`src/rtl/mpmc11_pkg.sv`:
```
// rtl/mpmc11_pkg.sv - shared types for the mpmc11 read-return path
package mpmc11_pkg;

  localparam int MPMC11_NCH = 8;
  localparam int MPMC11_CHW = $clog2(MPMC11_NCH);

  typedef struct packed {
    logic [MPMC11_CHW-1:0] ch;
    logic [3:0]            beats;
  } mpmc11_rd_tag_t;

  typedef enum logic {RDC_IDLE, RDC_ACTIVE} mpmc11_rdc_state_t;

  // Zero-length reads carry one beat; oversize requests clamp to the 3-bit counter range.
  function automatic logic [3:0] rd_beats_norm(input logic [3:0] b);
    if (b == 4'd0) return 4'd1;
    if (b > 4'd8) return 4'd8;
    return b;
  endfunction

endpackage

```
`src/rtl/mpmc11_rd_tag_fifo.sv`:
```
// rtl/mpmc11_rd_tag_fifo.sv - first-word-fall-through store of outstanding read tags
module mpmc11_rd_tag_fifo
  import mpmc11_pkg::*;
#(
  parameter int DEPTH = 8,
  localparam int AW = $clog2(DEPTH),
  localparam int CW = AW + 1
) (
  input  logic           clk,
  input  logic           rst,
  input  logic           push,
  input  mpmc11_rd_tag_t wdata,
  input  logic           pop,
  output mpmc11_rd_tag_t rdata,
  output logic [CW-1:0]  count,
  output logic           full,
  output logic           empty
);

  mpmc11_rd_tag_t mem [DEPTH];
  logic [AW-1:0]  wr_ptr;
  logic [AW-1:0]  rd_ptr;

  // Caller qualifies push/pop; pointers wrap naturally since DEPTH is a power of two.
  always_ff @(posedge clk) begin
    if (push) mem[wr_ptr] <= wdata;
  end

  always_ff @(posedge clk or posedge rst) begin
    if (rst) begin
      wr_ptr <= '0;
      rd_ptr <= '0;
      count  <= '0;
    end else begin
      if (push) wr_ptr <= wr_ptr + 1'b1;
      if (pop)  rd_ptr <= rd_ptr + 1'b1;
      case ({push, pop})
        2'b10:   count <= count + 1'b1;
        2'b01:   count <= count - 1'b1;
        default: count <= count;
      endcase
    end
  end

  assign rdata = mem[rd_ptr];
  assign full  = (count == CW'(DEPTH));
  assign empty = (count == '0);

endmodule

```
`src/rtl/mpmc11_rd_data_collect.sv`:
```
// rtl/mpmc11_rd_data_collect.sv - steers memory read beats back to the issuing channel
module mpmc11_rd_data_collect
  import mpmc11_pkg::*;
#(
  parameter int WID   = 256,
  parameter int NCH   = 8,
  parameter int DEPTH = 8,
  localparam int CHW  = $clog2(NCH),
  localparam int CW   = $clog2(DEPTH) + 1
) (
  input  logic           clk,
  input  logic           rst,
  input  logic           req_push,
  input  logic [CHW-1:0] req_ch,
  input  logic [3:0]     req_beats,
  output logic           req_full,
  input  logic           app_rd_data_valid,
  input  logic [WID-1:0] app_rd_data,
  input  logic           app_rd_data_end,
  output logic [WID-1:0] dato,
  output logic [CHW-1:0] dato_ch,
  output logic           dato_valid,
  output logic           dato_last,
  output logic           err_unexp,
  output logic           err_len,
  output logic           err_ovf
);

  mpmc11_rdc_state_t state, state_nxt;
  mpmc11_rd_tag_t    tag_in, head;
  logic [CW-1:0]     count;
  logic              full, empty;
  logic [2:0]        beat_cnt;
  logic              beat_ok, last, pop, push_ok;

  assign tag_in.ch    = req_ch;
  assign tag_in.beats = rd_beats_norm(req_beats);

  assign beat_ok = app_rd_data_valid & (state == RDC_ACTIVE) & ~empty;
  assign last    = ({1'b0, beat_cnt} == head.beats - 4'd1);
  assign pop     = beat_ok & last;
  // A pop in the same cycle frees the slot, so a push alongside it is still taken.
  assign push_ok = req_push & (~full | pop);

  mpmc11_rd_tag_fifo #(.DEPTH(DEPTH)) u_fifo (
    .clk   (clk),
    .rst   (rst),
    .push  (push_ok),
    .wdata (tag_in),
    .pop   (pop),
    .rdata (head),
    .count (count),
    .full  (full),
    .empty (empty)
  );

  assign req_full = full;

  always_comb begin
    state_nxt = state;
    case (state)
      RDC_IDLE:   if (count != '0) state_nxt = RDC_ACTIVE;
      RDC_ACTIVE: if (empty || (pop && count == CW'(1) && !push_ok)) state_nxt = RDC_IDLE;
      default:    state_nxt = RDC_IDLE;
    endcase
  end

  always_ff @(posedge clk or posedge rst) begin
    if (rst) begin
      state      <= RDC_IDLE;
      beat_cnt   <= '0;
      dato       <= '0;
      dato_ch    <= '0;
      dato_valid <= 1'b0;
      dato_last  <= 1'b0;
      err_unexp  <= 1'b0;
      err_len    <= 1'b0;
      err_ovf    <= 1'b0;
    end else begin
      state      <= state_nxt;
      dato_valid <= beat_ok;
      dato_last  <= pop;
      if (beat_ok) begin
        beat_cnt <= last ? 3'd0 : beat_cnt + 3'd1;
        dato     <= app_rd_data;
        dato_ch  <= head.ch;
        if (app_rd_data_end != last) err_len <= 1'b1;
      end
      if (app_rd_data_valid && !beat_ok) err_unexp <= 1'b1;
      if (req_push && !push_ok) err_ovf <= 1'b1;
    end
  end

endmodule

```
`config.mk`:
```
export PLATFORM = sky130hd
export DESIGN_NAME = mpmc11_rd_data_collect
export DESIGN_NICKNAME = d
export VERILOG_FILES = /design/src/rtl/mpmc11_pkg.sv /design/src/rtl/mpmc11_rd_tag_fifo.sv /design/src/rtl/mpmc11_rd_data_collect.sv
export SDC_FILE = /design/constraint.sdc
export NUM_CORES = 1
export LEC_CHECK = 0
export ABC_AREA = 1
export CELL_PAD_IN_SITES_DETAIL_PLACEMENT = 1
export CELL_PAD_IN_SITES_GLOBAL_PLACEMENT = 1
export CORE_ASPECT_RATIO = 1.1
export CORE_MARGIN = 2
export CORE_UTILIZATION = 32
export DETAILED_ROUTE_END_ITERATION = 7
export HOLD_SLACK_MARGIN = 0.03
export PLACE_DENSITY = 0.89
export SLEW_MARGIN = 0
export SYNTH_ARGS = -nofsm -noshare
export SYNTH_HDL_FRONTEND = slang
export SYNTH_SLANG_ARGS = --single-unit
```
`constraint.sdc`:
```
create_clock -name clk -period 10.8 [get_ports clk]
set_input_delay 1.62 -clock clk [delete_from_list [all_inputs] [get_ports clk]]
set_output_delay 1.62 -clock clk [all_outputs]
set_load 0.02 [all_outputs]
```
==> results.ini <==
[detailed_routing]
routedWlPerCell_um=19.9
routed_wl_um=49800
via_per_inst=4.76
vias=11880
ant_nets=0
drt-pass1-iter-count=5
drc=0
drt_iter0_markers=576

[clock_tree]
clock-root-buffer=clkbuf_16
ctsHoldBuffers=0
cts-resized-gates=0
clkSinkCount=334
cts.clk_slew.worst_paths_ps=60
cts_tree=built
post-cts-setup-buffers=0
clock_path_buffers=3
worstSkewPairLatency_ps=540
cts_buffers=38
htree_levels=2

[placement]
routabilityCongestion=0.814
dp_hpwl_um=35300
place_area_mm2=0.0189
port_buffers=532

[global_route]
antenna_found_initial=3
grt_pass1_wl_um=75800
grt_max_degree=165
grt_remaining_overflow=0
grt_usage_pct=22.9
grt_pass1_vias=13307

[die]
die_area_mm2=0.0429
ios=533
die_x_um=198
core-area_mm2=0.0410
start_util_pct=32.2
row_count=78
die_y_um=217

[logic_synthesis]
syn_area_mm2=0.0132
ys_ff_latch=334
synth_cells=1439
synth-seq-area-share_pct=65.4
yosysWarnings=0
synth_cell_types=34
syn_area_per_cell_um2=9.17
synth_nets=1714

[sta]
skew_ps=8.32
finalCriticalPeriod_ps=4810
setup_viol=0
finalMaxSlewViolations=0
max_freq_ghz=0.208
fin_crit_sh_pct=44.6
worstMarginPinSlew_ps=1150
finalSetupTns_ps=0
slew_headroom_pct=23.6
finalHoldViolations=0
rsz0062_at_grt=no

[setup_path]
crit_required_ps=10960
path_class=in -> reg
crit_path_start=app_rd_data_valid
endpoint_kind=register
rr_worst_depth=13
crit_fanout=164
startpoint_type=input pin
arrival_ps=4980
rr_startpoint=u_fifo.count[0]$_DFFE_PP0P_

[power]
p_per_area_mw_per_mm2=322
power.leakage_nw=9.64
ir_drop_mv=0.219
fin_total_pwr_mw=6.51

[final_layout]
area_growth_pct=53.2
drive_above_1_share_pct=4.56
mostFrequentLayoutCells=nand2_1, clkdlybuf4s50_1, dfrtp_1
fill_cells=4591
design_area_mm2=0.0202
final_common_cell=nand2_1
nets=2222

[run]
maxCapViolCount=0

[min_path]
min_from=dato[225]$_DFFE_PP0P_
hold_depth=2
hp-class=reg -> reg

[outcome]
status=complete, no violations

## final timing paths
path | to | slack, ps
min in group asynchronous | dato[37]$_DFFE_PP0P_ | 1660
max in group asynchronous | dato[202]$_DFFE_PP0P_ | 7760
hold reg to reg | dato[225]$_DFFE_PP0P_ | 470
hold / removal | dato[225]$_DFFE_PP0P_ | 470
setup / recovery | u_fifo.mem[1][5]$_DFFE_PP_ | 5990
setup reg to reg | u_fifo.mem[1][5]$_DFFE_PP_ | 6420
## stage by stage
step	setup slack [ps]	std cells	hold slack (ps)	utilization (%)
3_3_place_gp	5610	2427	461	46.2
2_1_floorplan	1510	1439	470	-
5_1_grt	5710	2495	504	49.3
3_5_place_dp	5380	2427	464	46.2
4_1_cts	5960	2495	480	49.3
6_report	5990	2497	475	49.3
## layer usage
metal / wire (um) / part of all wire [%] / track usage [%] / up-vias
li1: - / - / - / 5439
met1: 18300 / 37 / 25.1 / 5826
met2: 24900 / 50 / 40.0 / 481
met3: 4260 / 8.6 / 7.84 / 132
met4: 2410 / 4.8 / 10.6 / 2
met5: 13 / 0.026 / 0 / -
## sequential cells by signal, summed over array words and instances, names as in the netlist
name	flops
dato	256
u_fifo.mem	56
u_fifo.count	4
beat_cnt	3
dato_ch	3
u_fifo.rd_ptr	3
u_fifo.wr_ptr	3
dato_last	1
dato_valid	1
err_len	1
err_ovf	1
err_unexp	1
state	1
## worst max-delay path, stage by stage
cell             delay, ps
clkdlybuf4s50_1        540
nand3_4                630
inv_8                  890
nand3_4                220
nand2_4                160
nand2_4                100
nor3_2                 630
## cell type report
type | count | area (um2) | area share [%]
inverters | 54 | 218 | 1.08
flip-flops and latches | 334 | 8640 | 42.7
clock inverters | 15 | 139 | 0.687
clock buffers | 53 | 1140 | 5.64
diodes | 2 | 5.00 | 0.0247
repair buffers | 536 | 5370 | 26.5
well taps | 520 | 651 | 3.22
multi-input cells | 983 | 4060 | 20.1
## synth_stat cells (all sizes together)
| cell type | n | share of area [%] |
|---|---|---|
| o21a | 1 | 0.057 |
| a21o | 2 | 0.11 |
| buf | 41 | 1.6 |
| o21ai | 18 | 0.68 |
| nor2 | 26 | 0.86 |
| nand2 | 856 | 25 |
| clkinv | 1 | 0.028 |
| nand3 | 42 | 1.8 |
| nor3 | 6 | 0.38 |
| o22ai | 2 | 0.095 |
| xnor2 | 1 | 0.066 |
| o21bai | 1 | 0.057 |
| xor2 | 7 | 0.46 |
| or2 | 1 | 0.047 |
| inv | 53 | 1.5 |
| dfrtp | 278 | 53 |
| edfxtp | 56 | 13 |
| clkbuf | 27 | 0.77 |
| o221ai | 4 | 0.27 |
| ha | 7 | 0.66 |
| o211ai | 3 | 0.17 |
| nand4 | 6 | 0.40 |
## cell families after synthesis
family,Yosys count,synth area share (%)
xor+xnor,8,0.531
buf+inv,122,3.88
flops,334,65.4
fa+ha+maj,7,0.663
simple gates,937,28.1
compound gates,31,1.44
## report_power, final
| group | switching (mW) | total (mW) | leakage [nW] | internal, mW |
|---|---|---|---|---|
| Sequential | 0.360 | 2.17 | 3.93 | 1.81 |
| Clock | 0.538 | 1.33 | 0.625 | 0.788 |
| Combinational | 1.79 | 3.02 | 5.09 | 1.23 |
(Power assumes the default switching activity.)
